[config.mk]
export PLATFORM = sky130hd
export DESIGN_NAME = data_chk_axi_mm_burst
export DESIGN_NICKNAME = d
export VERILOG_FILES = /design/src/rtl/axi_mm_pattern_pkg.sv /design/src/rtl/axi_pattern_cmp.sv /design/src/rtl/data_chk_axi_mm_burst.sv
export SDC_FILE = /design/constraint.sdc
export NUM_CORES = 1
export LEC_CHECK = 0
export BUFFER_PORTS_ARGS = -buffer_cell sky130_fd_sc_hd__buf_2
export CAP_MARGIN = 20
export CORE_ASPECT_RATIO = 0.9
export CORE_UTILIZATION = 50
export CTS_CLUSTER_SIZE = 28
export DETAILED_ROUTE_END_ITERATION = 10
export PLACE_DENSITY = 0.77
export SLEW_MARGIN = 20
export SYNTH_ARGS = -nofsm -noshare
export SYNTH_HDL_FRONTEND = slang
export SYNTH_SLANG_ARGS = --single-unit
export TNS_END_PERCENT = 20
[constraint.sdc]
create_clock -name ACLK -period 2.7 [get_ports ACLK]
set_input_delay 0.27 -clock ACLK [delete_from_list [all_inputs] [get_ports ACLK]]
set_output_delay 0.27 -clock ACLK [all_outputs]
set_load 0.02 [all_outputs]
[src/rtl/axi_mm_pattern_pkg.sv]
// Types, AXI constants and the beat pattern shared by the burst pattern generator and checker.
// Beat k of a pass carries byte i = seed + i, where the seed starts at 8'h80 and advances once per beat.
package axi_mm_pattern_pkg;

    typedef enum logic [1:0] {
        IDLE       = 2'd0,
        SEND_AR    = 2'd1,
        READ_BURST = 2'd2,
        FINISH     = 2'd3
    } state_t;

    localparam logic [1:0] AXI_BURST_INCR = 2'b01;
    localparam logic [1:0] AXI_RESP_OKAY  = 2'b00;
    localparam logic [7:0] PATTERN_SEED0  = 8'h80;
    localparam int         PAT_MAX_W      = 1024;

    // Returns a PAT_MAX_W-wide vector; callers truncate it to their data width.
    function automatic logic [PAT_MAX_W-1:0] pattern_beat(input logic [7:0] seed, input int width);
        logic [PAT_MAX_W-1:0] v;
        v = '0;
        for (int i = 0; i < PAT_MAX_W/8; i++) begin
            if (i < width/8) v[i*8 +: 8] = seed + 8'(i);
        end
        return v;
    endfunction

endpackage

[src/rtl/axi_pattern_cmp.sv]
// Registered compare of one accepted R beat against the expected pattern.
// The beat address travels with the result so the error logic sees both in the same cycle.
module axi_pattern_cmp
    import axi_mm_pattern_pkg::*;
#(
    parameter int DW = 32,
    parameter int AW = 32
) (
    input  logic          i_clk,
    input  logic          i_rst,
    input  logic          i_beat_vld,
    input  logic [DW-1:0] i_rdata,
    input  logic [7:0]    i_seed,
    input  logic [AW-1:0] i_addr,
    output logic          o_vld,
    output logic          o_mismatch,
    output logic [AW-1:0] o_addr
);

    logic [DW-1:0] w_pat;
    logic          r_vld;
    logic          r_mismatch;
    logic [AW-1:0] r_addr;

    assign w_pat = DW'(pattern_beat(i_seed, DW));

    always_ff @(posedge i_clk) begin
        if (i_rst) begin
            r_vld      <= 1'b0;
            r_mismatch <= 1'b0;
            r_addr     <= '0;
        end else begin
            r_vld      <= i_beat_vld;
            r_mismatch <= i_beat_vld && (i_rdata != w_pat);
            if (i_beat_vld) r_addr <= i_addr;
        end
    end

    assign o_vld      = r_vld;
    assign o_mismatch = r_mismatch;
    assign o_addr     = r_addr;

endmodule

[src/rtl/data_chk_axi_mm_burst.sv]
// AXI4 MM read-back checker: reads BYTES from BASE_ADDR in fixed INCR bursts and compares
// every beat with the generator pattern, reporting mismatch count, first failing address and protocol errors.
module data_chk_axi_mm_burst
    import axi_mm_pattern_pkg::*;
#(
    parameter int AXI_DATA_WIDTH  = 32,
    parameter int AXI_ADDR_WIDTH  = 32,
    parameter int MAX_BURST_LEN   = 16,
    parameter int C_AXI_SIZE      = $clog2(AXI_DATA_WIDTH/8),
    parameter int C_AXI_ARLEN     = MAX_BURST_LEN-1,
    parameter int BURST_CNT_WIDTH = $clog2(MAX_BURST_LEN)+1
) (
    input  logic                      ACLK,
    input  logic                      ARESET,
    input  logic [AXI_ADDR_WIDTH-1:0] BASE_ADDR,
    input  logic [15:0]               BYTES,
    input  logic                      START,
    output logic                      BUSY,
    output logic                      DONE,
    output logic [15:0]               ERR_CNT,
    output logic [AXI_ADDR_WIDTH-1:0] FIRST_ERR_ADDR,
    output logic                      RRESP_ERR,
    output logic                      LAST_ERR,
    output logic [AXI_ADDR_WIDTH-1:0] m_axi_araddr,
    output logic [2:0]                m_axi_arprot,
    output logic                      m_axi_arvalid,
    input  logic                      m_axi_arready,
    output logic [7:0]                m_axi_arlen,
    output logic [2:0]                m_axi_arsize,
    output logic [1:0]                m_axi_arburst,
    input  logic [AXI_DATA_WIDTH-1:0] m_axi_rdata,
    input  logic [1:0]                m_axi_rresp,
    input  logic                      m_axi_rlast,
    input  logic                      m_axi_rvalid,
    output logic                      m_axi_rready
);

    localparam int AW          = AXI_ADDR_WIDTH;
    localparam int BPB         = AXI_DATA_WIDTH/8;
    localparam int BURST_BYTES = MAX_BURST_LEN*BPB;
    localparam int BCW         = BURST_CNT_WIDTH;

    state_t               r_state;
    logic [AW-1:0]        r_burst_addr;
    logic [15:0]          r_bytes;
    logic [16:0]          r_bytes_read;
    logic [BCW-1:0]       r_beat;
    logic [7:0]           r_seed;
    logic                 r_arvalid;
    logic                 r_rready;
    logic                 r_busy;
    logic                 r_done;
    logic [15:0]          r_err_cnt;
    logic [AW-1:0]        r_first_err_addr;
    logic                 r_have_err;
    logic                 r_rresp_err;
    logic                 r_last_err;

    logic                 w_beat_acc;
    logic                 w_last_beat;
    logic [AW-1:0]        w_beat_addr;
    logic [16:0]          w_bytes_next;
    logic                 w_cmp_vld;
    logic                 w_cmp_mismatch;
    logic [AW-1:0]        w_cmp_addr;

    assign w_beat_acc   = (r_state == READ_BURST) && m_axi_rvalid && r_rready;
    assign w_last_beat  = (r_beat == BCW'(C_AXI_ARLEN));
    assign w_beat_addr  = r_burst_addr + AW'(r_beat) * AW'(BPB);
    assign w_bytes_next = r_bytes_read + 17'(BPB);

    axi_pattern_cmp #(
        .DW (AXI_DATA_WIDTH),
        .AW (AW)
    ) u_cmp (
        .i_clk      (ACLK),
        .i_rst      (ARESET),
        .i_beat_vld (w_beat_acc),
        .i_rdata    (m_axi_rdata),
        .i_seed     (r_seed),
        .i_addr     (w_beat_addr),
        .o_vld      (w_cmp_vld),
        .o_mismatch (w_cmp_mismatch),
        .o_addr     (w_cmp_addr)
    );

    always_ff @(posedge ACLK) begin
        if (ARESET) begin
            r_state          <= IDLE;
            r_burst_addr     <= '0;
            r_bytes          <= '0;
            r_bytes_read     <= '0;
            r_beat           <= '0;
            r_seed           <= '0;
            r_arvalid        <= 1'b0;
            r_rready         <= 1'b0;
            r_busy           <= 1'b0;
            r_done           <= 1'b0;
            r_err_cnt        <= '0;
            r_first_err_addr <= '0;
            r_have_err       <= 1'b0;
            r_rresp_err      <= 1'b0;
            r_last_err       <= 1'b0;
        end else begin
            r_done <= 1'b0;

            // Compare results land one cycle after the beat, so the final beat is counted before DONE.
            if (w_cmp_vld && w_cmp_mismatch) begin
                if (r_err_cnt != 16'hFFFF) r_err_cnt <= r_err_cnt + 16'd1;
                if (!r_have_err) begin
                    r_have_err       <= 1'b1;
                    r_first_err_addr <= w_cmp_addr;
                end
            end

            case (r_state)
                IDLE: begin
                    if (START) begin
                        r_burst_addr     <= BASE_ADDR;
                        r_bytes          <= BYTES;
                        r_bytes_read     <= '0;
                        r_beat           <= '0;
                        r_seed           <= PATTERN_SEED0;
                        r_err_cnt        <= '0;
                        r_first_err_addr <= '0;
                        r_have_err       <= 1'b0;
                        r_rresp_err      <= 1'b0;
                        r_last_err       <= 1'b0;
                        r_busy           <= 1'b1;
                        if (BYTES == 16'd0) begin
                            r_state <= FINISH;
                        end else begin
                            r_state   <= SEND_AR;
                            r_arvalid <= 1'b1;
                        end
                    end
                end
                SEND_AR: begin
                    if (m_axi_arready) begin
                        r_arvalid <= 1'b0;
                        r_rready  <= 1'b1;
                        r_beat    <= '0;
                        r_state   <= READ_BURST;
                    end
                end
                READ_BURST: begin
                    if (w_beat_acc) begin
                        if (m_axi_rresp != AXI_RESP_OKAY) r_rresp_err <= 1'b1;
                        if (m_axi_rlast != w_last_beat)   r_last_err  <= 1'b1;
                        r_beat       <= r_beat + BCW'(1);
                        r_bytes_read <= w_bytes_next;
                        r_seed       <= r_seed + 8'd1;
                        // A misplaced RLAST is only flagged; the beat count alone closes the burst.
                        if (w_last_beat) begin
                            r_rready     <= 1'b0;
                            r_beat       <= '0;
                            r_burst_addr <= r_burst_addr + AW'(BURST_BYTES);
                            if (w_bytes_next >= {1'b0, r_bytes}) begin
                                r_state <= FINISH;
                            end else begin
                                r_state   <= SEND_AR;
                                r_arvalid <= 1'b1;
                            end
                        end
                    end
                end
                FINISH: begin
                    r_busy  <= 1'b0;
                    r_done  <= 1'b1;
                    r_state <= IDLE;
                end
                default: r_state <= IDLE;
            endcase
        end
    end

    assign BUSY           = r_busy;
    assign DONE           = r_done;
    assign ERR_CNT        = r_err_cnt;
    assign FIRST_ERR_ADDR = r_first_err_addr;
    assign RRESP_ERR      = r_rresp_err;
    assign LAST_ERR       = r_last_err;

    assign m_axi_araddr   = r_burst_addr;
    assign m_axi_arprot   = 3'b000;
    assign m_axi_arvalid  = r_arvalid;
    assign m_axi_arlen    = 8'(C_AXI_ARLEN);
    assign m_axi_arsize   = 3'(C_AXI_SIZE);
    assign m_axi_arburst  = AXI_BURST_INCR;
    assign m_axi_rready   = r_rready;

endmodule

==> reports/metrics.cfg, run 1 <==
[sta]
timing.fmax_mhz = 342
finalSetupViolations = 2
fin_ws_ns = -0.227
worst_pin_slew_ns = 0.793
slew_viol_final = 0
whs_ns = 0.0738
worst_clock_skew_ns = 0.00655
rsz0062_at_grt = true
relSlewSlack = 0.471
finalHoldViolations = 0
period_minus_slack_ns = 2.93
finalSetupTns_ns = -0.263
finalCritPeriodShare = 1.08

[grt]
grt_usage = 0.251
grt_pass1_wl_mm = 37.2
grt_overflow = 0
grt_pass1_vias = 7451
antenna_found_initial = 0
grt_max_degree = 73

[power_and_ir_drop]
p_clk_frac = 0.387
power_frac_seq = 0.445
comb_power_share = 0.168
powerDensity_mw_per_mm2 = 585
power.switching_uw = 1810
p_int_uw = 4400
swShare = 0.291
ir_drop_v = 0.000420
leakagePower_uw = 0.00417

[worst_setup_path]
cp.arrival_ns = 3.29
critPathMaxFanout = 4
critPathKind = reg -> reg
crit_path_end_kind = flip-flop
critPathRequiredTime_ns = 3.06
cp-startpoint = r_bytes_read[7]
critPathLaunchType = flip-flop
reg2regPathDepth = 10
r2r_start = r_bytes_read[7]

[routing]
via_count = 8661
drt-total-wl_mm = 23.6
via_per_inst = 5.62
drt_iter0_markers = 673
drc = 0
firstDrtPassIters = 5
dr_wl_met2_mm = 10.3
wl_met3_mm = 1.60
wl_met1_mm = 11.4
final_antenna_net_count = 0
avgRoutedWirePerCell_um = 15.3
highest_layer = met4

[clocking]
cts_tree = yes
clock-root-buffer = clkbuf_16
worstSkewPairLatency_ns = 0.43
ctsHoldBuffers = 0
clock_sinks = 167
clk_path_buf_depth = 2
cts.clk_slew.worst_paths_ns = 0.06
cts_buffers = 17
cts-htree-levels = 4

[synthesis]
seq_area_frac_synth = 0.370
synth_seq_cells = 167
avgSynthCellArea_um2 = 7.87
synth_edf_count = 0
synth-main-ff-cell = dfxtp_1
synthArstFlopShare = 0
syn_inst = 1147
yosys_warnings = 0
syn_area_mm2 = 0.00902
yosysUniqueCellTypes = 68

[worst_hold_path]
hp-start = BASE_ADDR[1]
min_path_type = in -> reg
min_path_cells = 3

[placement]
gp_congestion = 0.899
io_buffers = 173
placed_cells = 1510
dp_hpwl_mm = 16.8

[floorplan]
start_util = 0.511
die_height_um = 129
row_count = 46
die_w_um = 144
die_area_mm2 = 0.0186
io_pins = 190
core_area_mm2 = 0.0177

[layout]
area_growth_pct = 17.5
final_cells = 1541
n_antenna_cell = 0
fin_nets = 1406
nFillCells = 1646
drive_gt1_frac = 0.206

[flow_run]
cap_violations = 0

[run_status]
violations = setup timing
outcome = finished, violations left

[cells in the mapped netlist, drive strengths merged, types with 8 or more instances]
master / count / area [um^2]
xor2: 35 / 307
dfxtp: 167 / 3340
nor2b: 11 / 68.8
nor2: 94 / 360
inv: 32 / 120
a311oi: 8 / 70.1
buf: 39 / 270
or3: 13 / 81.3
nor4: 13 / 109
o21ai: 55 / 275
and2: 8 / 50.1
a211oi: 35 / 273
ha: 27 / 338
nand4: 23 / 144
nand2: 181 / 679
a21oi: 114 / 574
nand3: 41 / 205
nor3: 28 / 150
xnor2: 40 / 350
and3: 15 / 98.9
a22o: 13 / 114
clkbuf: 55 / 259
[final timing paths]
check	to	slack, ns
hold / removal	m_axi_araddr[1]	0.07
setup reg to reg	m_axi_arvalid	-0.23
hold reg to reg	RRESP_ERR	0.44
setup / recovery	m_axi_arvalid	-0.23
[sequential cells by signal, summed over array words and instances (netlist names), 2 cells and up]
register        flops
ERR_CNT            16
FIRST_ERR_ADDR     32
m_axi_araddr       32
r_beat              5
r_bytes            16
r_bytes_read       15
r_seed              8
r_state             2
u_cmp.o_addr       32
[cells by family after synthesis]
| family | after synthesis | share of synthesized area |
|---|---|---|
| AND/OR/NAND/NOR | 463 | 0.247 |
| multiplexers | 4 | 0.00444 |
| other | 2 | 0.000832 |
| adder cells (fa/ha/maj) | 28 | 0.0397 |
| AO/OA/AOI/OAI | 282 | 0.193 |
| flip-flops | 167 | 0.370 |
| buffers and inverters | 126 | 0.0720 |
| XOR/XNOR | 75 | 0.0728 |
[area by class of cell]
type	instances	area, um^2	area share
multi-input combinational	868	5150	0.486
clock inverter	7	95.1	0.00897
sequential	167	3350	0.316
clock buffer	23	478	0.0451
inverter	32	120	0.0113
tap	240	300	0.0283
timing repair buffer	204	1110	0.105
[routing by layer]
metal / global-route usage / up-vias
met5: 0 / -
met4: 0.0688 / 0
met3: 0.0492 / 24
met2: 0.375 / 307
met1: 0.366 / 4053
li1: - / 4277
[power groups by stage]
stage,Clock (uW),Combinational (uW),Sequential (uW)
5_1_grt,2550,1140,2770
4_1_cts,2430,1030,2750
3_3_place_gp,0,1010,2800
3_5_place_dp,0,1020,2810
6_report,2400,1040,2760
2_1_floorplan,0,692,2820
[per-stage QoR]
| step | setup slack, ns | power [uW] | util | cell area, um^2 |
|---|---|---|---|---|
| final | -0.227 | 6200 | 0.600 | 10600 |
| after global routing | -0.291 | 6470 | 0.600 | 10600 |
| after CTS | -0.0557 | 6210 | 0.598 | 10600 |
| after detailed placement | -0.150 | 3830 | 0.564 | 9960 |
| after global placement | -0.0102 | 3810 | 0.564 | 9960 |
| after floorplan | 0.0270 | 3510 | - | 9080 |
[layout by cell type, fill, tap and decap left out, types with 5 or more instances in the layout]
master	instances
nor2b_1	10
nor2_1	88
o21ai_0	52
nand4_1	23
nor3_1	23
xor2_1	35
a31oi_1	6
a311oi_1	8
nor3_2	5
o31ai_1	6
o22ai_1	7
buf_2	173
nand2_1	181
and3_1	11
nand3b_1	7
and2_1	8
a21o_1	6
nor2_2	6
inv_1	32
a22oi_1	6
a21oi_1	113
dfxtp_1	165
nor4_1	10
a22o_1	13
nand2b_1	7
a211oi_1	33
clkbuf_16	17
conb_1	16
buf_4	30
nand3_1	41
or3_1	13
ha_1	27
xnor2_1	37
o211ai_1	7
[timing repair]
action | 4_1_cts | 5_1_grt
endpoints found under the setup margin | 1 | 5
pin swaps | 4 | 4
setup buffers | 1 | 0
gates cloned | 0 | 0
gates resized for setup | 6 | 7
[critical path, cell delays in order, from the launching register on]
cell     delay (ns)
dfxtp_2        0.33
and4_4         0.25
nand4_1        0.20
nor3_2         0.19
xor2_1         0.25
ha_1           0.29
and4_1         0.21
a41oi_1        0.29
nand4_1        0.20
or4_1          0.51
a21oi_1        0.13
Power figures use the tool's default switching activity.
==> run 2: changes to the inputs <==
--- a/config.mk
+++ b/config.mk
@@ -9,6 +9,7 @@
 export CAP_MARGIN = 20
 export CORE_ASPECT_RATIO = 0.9
 export CORE_UTILIZATION = 50
+export CTS_BUF_LIST = sky130_fd_sc_hd__clkbuf_8 sky130_fd_sc_hd__clkbuf_16
 export CTS_CLUSTER_SIZE = 28
 export DETAILED_ROUTE_END_ITERATION = 10
 export PLACE_DENSITY = 0.77
==> run 2 against run 1 <==
The run still ends with setup timing left. Register-to-register slack barely moved. Via count rose by 0.20%. Fmax barely moved. Non-clock buffer count did not move. Clock skew barely moved. Power fell by 0.18%. Cell area did not move. Largest power group unchanged.
==> reports/metrics.cfg, run 2 (synthesized netlist as in run 1, its figures left out) <==
[run_status]
outcome = finished, violations left
violations = setup timing

[floorplan]
io_pins = 190  ; unchanged
core_area_mm2 = 0.0177  ; unchanged
die_w_um = 144  ; unchanged
start_util = 0.511  ; unchanged
row_count = 46  ; unchanged
die_area_mm2 = 0.0186  ; unchanged
die_height_um = 129  ; unchanged

[grt]
grt_overflow = 0  ; unchanged
grt_max_degree = 73  ; unchanged
grt_pass1_wl_mm = 37.2  ; unchanged
grt_pass1_vias = 7451  ; unchanged
grt_usage = 0.251  ; unchanged
antenna_found_initial = 0  ; unchanged

[worst_hold_path]
min_path_cells = 3  ; unchanged
min_path_type = in -> reg

[sta]
finalHoldViolations = 0  ; unchanged
slew_viol_final = 0  ; unchanged
rsz0062_at_grt = true
fin_ws_ns = -0.226  ; +0.000235 ns
worst_clock_skew_ns = 0.00661  ; +0.0000510 ns
finalCritPeriodShare = 1.08  ; about the same
worst_pin_slew_ns = 0.793  ; unchanged
timing.fmax_mhz = 342  ; about the same
finalSetupViolations = 2  ; unchanged
relSlewSlack = 0.471  ; unchanged
period_minus_slack_ns = 2.93  ; -0.000235 ns

[placement]
io_buffers = 173  ; unchanged
pre_cts_slack_ns = -0.150  ; unchanged
placed_area_mm2 = 0.00996  ; unchanged
placed_cells = 1510  ; unchanged
dp_hpwl_mm = 16.8  ; unchanged
gp_congestion = 0.899  ; unchanged

[layout]
final_cells = 1541  ; unchanged
fin_nets = 1406  ; unchanged
n_antenna_cell = 0  ; unchanged
nFillCells = 1646  ; unchanged
fin_area_mm2 = 0.0106  ; unchanged
final_common_cell = nand2_1
area_growth_pct = 17.5  ; unchanged
final_cell_mix = nand2_1, buf_2, dfxtp_1
drive_gt1_frac = 0.206  ; unchanged

[routing]
firstDrtPassIters = 5  ; unchanged
drc = 0  ; unchanged
avgRoutedWirePerCell_um = 15.3  ; about the same
drt_iter0_markers = 674  ; +0.15%
drt-total-wl_mm = 23.6  ; about the same
final_antenna_net_count = 0  ; unchanged
via_per_inst = 5.63  ; +0.20%
via_count = 8678  ; +0.20%

[worst_setup_path]
cp_slowest_stage_delay_ns = 0.51  ; about the same
critPathKind = reg -> reg
critPathRequiredTime_ns = 3.06  ; about the same
critPathMostFrequentCell = nand4_1
crit_path_cell_trace = and4_4 -> nand4_1 -> nor3_2 -> xor2_1 -> ha_1 -> and4_1 -> a41oi_1 -> nand4_1 -> or4_1 -> a21oi_1
crit_path_end_kind = flip-flop
critPathMaxFanout = 4  ; unchanged
cp.arrival_ns = 3.29  ; about the same
critPathSlowestCell = or4_1
critPathLaunchType = flip-flop
reg2regPathDepth = 10  ; unchanged

[power_and_ir_drop]
leakagePower_uw = 0.00418  ; +0.30%
powerDensity_mw_per_mm2 = 584  ; -0.18%
ir_drop_v = 0.000419  ; -0.14%

[clocking]
clk_path_buf_depth = 2  ; unchanged
worstSkewPairLatency_ns = 0.43  ; about the same
cts.clk_slew.worst_paths_ns = 0.06  ; about the same
ctsHoldBuffers = 0  ; unchanged
cts-htree-levels = 4  ; unchanged
clock_sinks = 167  ; unchanged
cts_tree = yes
clock-root-buffer = clkbuf_16
cts_buffers = 17  ; unchanged

[flow_run]
cap_violations = 0  ; unchanged

[run 2: routing by layer]
metal	up-vias	wire length, um	share of wire	global-route usage
met5	-	0	0	0
met4	0	305	0.013	0.0688
met3	26	1640	0.069	0.0492
met2	312	10300	0.44	0.375
met1	4064	11300	0.48	0.366
li1	4276	-	-	-
[run 2: cell type report]
type	count	area, um^2	area share
tap	240	300	0.0283
clock inverter	10	106	0.0100
clock buffer	20	467	0.0440
sequential	167	3350	0.316
timing repair buffer	204	1110	0.105
multi-input combinational	868	5150	0.486
inverter	32	120	0.0113
[run 2: repair_timing]
| item | 4_1_cts | 5_1_grt |
|---|---|---|
| setup endpoints to repair | 1 | 5 |
| setup buffers | 1 | 0 |
| pin swaps | 4 | 4 |
| resized for setup | 6 | 7 |
| gates cloned | 0 | 0 |
[run 2: power by group]
group	leakage, uW	internal [uW]	switching, uW
clock	0.000292	1420	975
combinational	0.00254	391	650
sequential	0.00136	2580	182
[run 2: final timing paths]
path | start | slack [ns] | to
worst min-delay path | BASE_ADDR[1] | 0.07 | m_axi_araddr[1]
worst max register to register | r_bytes_read[7] | -0.23 | m_axi_arvalid
worst max-delay path | r_bytes_read[7] | -0.23 | m_axi_arvalid
worst min register to register | RRESP_ERR | 0.44 | RRESP_ERR
[run 2: stage by stage]
step / power (uW) / utilization / TNS, ns / hold WS (ns)
detailed placement: 3830 / 0.564 / -0.150 / 0.439
finish: 6190 / 0.600 / -0.263 / 0.0742
floorplan: 3510 / - / 0 / 0.406
CTS: 6200 / 0.598 / -0.0557 / 0.0634
global placement: 3810 / 0.564 / -0.0102 / 0.431
global route: 6450 / 0.600 / -0.420 / 0.0748
[run 2: critical path: cells and delay by family (launching register included)]
family | cells | cell delay [ns]
AO/OA/AOI/OAI | 2 | 0.42
adder cells (fa/ha/maj) | 1 | 0.29
flip-flops | 1 | 0.33
AND/OR/NAND/NOR | 6 | 1.56
XOR/XNOR | 1 | 0.25
==> run 3: changes to the inputs <==
--- a/config.mk
+++ b/config.mk
@@ -12,7 +12,7 @@
 export CTS_BUF_LIST = sky130_fd_sc_hd__clkbuf_8 sky130_fd_sc_hd__clkbuf_16
 export CTS_CLUSTER_SIZE = 28
 export DETAILED_ROUTE_END_ITERATION = 10
-export PLACE_DENSITY = 0.77
+export PLACE_DENSITY = 0.8
 export SLEW_MARGIN = 20
 export SYNTH_ARGS = -nofsm -noshare
 export SYNTH_HDL_FRONTEND = slang
==> run 3 against run 2 <==
The flow still finishes with violations (setup timing). Cell area grew 0.84%. Global-route usage grew 0.36 points. Count of clock-buffer cells in the layout shrank 2. Critical endpoint unchanged. Largest power group unchanged.
==> reports/metrics.cfg, run 3 (synthesized netlist as in run 1, its figures left out) <==
[run_status]
outcome = finished, violations left
violations = setup timing

[clocking]
cts.clk_slew.worst_paths_ns = 0.06  ; about the same
worstSkewPairLatency_ns = 0.42  ; about the same
clk_path_buf_depth = 2  ; unchanged
clock_sinks = 167  ; unchanged
cts_buffers = 17  ; unchanged
clock-root-buffer = clkbuf_16
cts_tree = yes
cts-htree-levels = 4  ; unchanged

[worst_setup_path]
critPathKind = reg -> reg
critPathMaxFanout = 4  ; unchanged
critPathLaunchType = flip-flop
cp_slowest_stage_delay_ns = 0.54  ; +0.03 ns
critPathMostFrequentCell = nand4_1
crit_buf_inv = 0  ; unchanged
critPathSlowestCell = or4_4
cp.arrival_ns = 3.29  ; about the same
crit_path_cell_trace = and4_4 -> nand4_1 -> nor2_1 -> xor2_1 -> ha_1 -> nand2_1 -> o21ai_2 -> o41ai_2 -> nand4_1 -> or4_4 -> a21oi_2
crit_path_end_kind = flip-flop
crit_family = simple AND/OR/NAND/NOR gates
critPathRequiredTime_ns = 3.05  ; about the same

[placement]
gp_congestion = 0.908  ; +1.0%
dp_hpwl_mm = 16.9  ; +0.72%
placed_cells = 1514  ; +0.26%
pre_cts_slack_ns = -0.0692  ; +0.0811 ns
io_buffers = 173  ; unchanged

[sta]
rsz0062_at_grt = true
period_minus_slack_ns = 2.94  ; +0.0137 ns
worst_clock_skew_ns = 0.00893  ; +0.00233 ns
finalSetupViolations = 2  ; unchanged
slew_viol_final = 0  ; unchanged
whs_ns = 0.0820  ; +0.00781 ns
timing.fmax_mhz = 340  ; -0.46%
finalHoldViolations = 0  ; unchanged
relSlewSlack = 0.494  ; +0.0230
worst_pin_slew_ns = 0.759  ; -0.0337 ns
finalCritPeriodShare = 1.09  ; +0.00507
fin_ws_ns = -0.240  ; -0.0137 ns

[power_and_ir_drop]
p_clk_frac = 0.387  ; about the same
power_frac_seq = 0.441  ; -0.005
p_int_uw = 4440  ; +1.2%
powerDensity_mw_per_mm2 = 585  ; about the same
comb_power_share = 0.171  ; +0.003
power_uw = 6250  ; +0.90%
power.switching_uw = 1810  ; +0.27%
swShare = 0.290  ; -0.00182
ir_drop_v = 0.000401  ; -4.4%
leakagePower_uw = 0.00420  ; +0.32%

[routing]
drt-total-wl_mm = 23.8  ; +1.1%
avgRoutedWirePerCell_um = 15.4  ; +0.80%
via_per_inst = 5.61  ; -0.34%
drt_iter0_markers = 680  ; +0.89%
final_antenna_net_count = 0  ; unchanged
drc = 0  ; unchanged
via_count = 8671  ; -0.081%
firstDrtPassIters = 5  ; unchanged

[floorplan]
die_height_um = 129  ; unchanged
die_w_um = 144  ; unchanged
core_area_mm2 = 0.0177  ; unchanged
start_util = 0.511  ; unchanged
row_count = 46  ; unchanged
io_pins = 190  ; unchanged
die_area_mm2 = 0.0186  ; unchanged

[layout]
final_cell_mix = nand2_1, buf_2, dfxtp_1
fin_nets = 1411  ; +0.36%
area_growth_pct = 18.4
final_cells = 1545  ; +0.26%
drive_gt1_frac = 0.216  ; +0.0101
fin_util = 0.605  ; +0.00503
n_antenna_cell = 0  ; unchanged
final_common_cell = nand2_1

[worst_hold_path]
min_path_type = in -> reg

[grt]
grt_usage = 0.255  ; +0.00357
antenna_found_initial = 0  ; unchanged
grt_pass1_wl_mm = 37.6  ; +1.2%
grt_overflow = 0  ; unchanged
grt_pass1_vias = 7648  ; +2.6%
grt_max_degree = 62  ; -15%

[flow_run]
cap_violations = 0  ; unchanged

==> run 3: layout make-up <==
cell class / instances / area [um^2]
fill: 1640 / 6980
multi-input combinational: 868 / 5200
sequential: 167 / 3350
timing repair buffer: 209 / 1140
clock buffer: 18 / 439
tap: 240 / 300
clock inverter: 11 / 136
inverter: 32 / 120
==> run 3: power by group through the flow <==
stage	Combinational (uW)	Clock [uW]	Sequential (uW)
final	1070	2420	2760
after global placement	1010	0	2800
after global routing	1180	2560	2770
after floorplan	692	0	2820
after detailed placement	1030	0	2800
after CTS	1040	2450	2750
==> run 3: timing repair <==
action,4_1_cts,5_1_grt
endpoints found under the setup margin,2,5
pin swaps,4,18
hold buffers,0,0
resized for setup,4,22
setup buffers,0,2
==> run 3: per-layer routing <==
layer  global-route usage  part of all wire
met1                0.358              0.48
met2                0.380              0.43
met3               0.0617             0.069
met4               0.0876             0.020
met5                    0                 0
==> run 3: worst reg2reg max path, delay by kind of cell (launching register included) <==
kind | cells | cell delay [ns]
AO/OA/AOI/OAI | 3 | 0.50
adder cells (fa/ha/maj) | 1 | 0.28
AND/OR/NAND/NOR | 6 | 1.53
flip-flops | 1 | 0.33
XOR/XNOR | 1 | 0.23
==> run 3: path summary, 6_finish.rpt <==
kind	slack [ns]	endpoint	cells past startpoint	startpoint
worst max-delay path	-0.24	m_axi_arvalid	11	r_bytes_read[4]
worst min register to register	0.45	RRESP_ERR	2	RRESP_ERR
worst max register to register	-0.24	m_axi_arvalid	11	r_bytes_read[4]
worst min-delay path	0.08	m_axi_araddr[1]	3	BASE_ADDR[1]
==> run 3: stage by stage <==
step,instance area [um^2],setup TNS [ns]
6_report,10700,-0.281
3_3_place_gp,9980,0
3_5_place_dp,9980,-0.0692
2_1_floorplan,9080,0
5_1_grt,10700,-0.587
4_1_cts,10600,-0.110
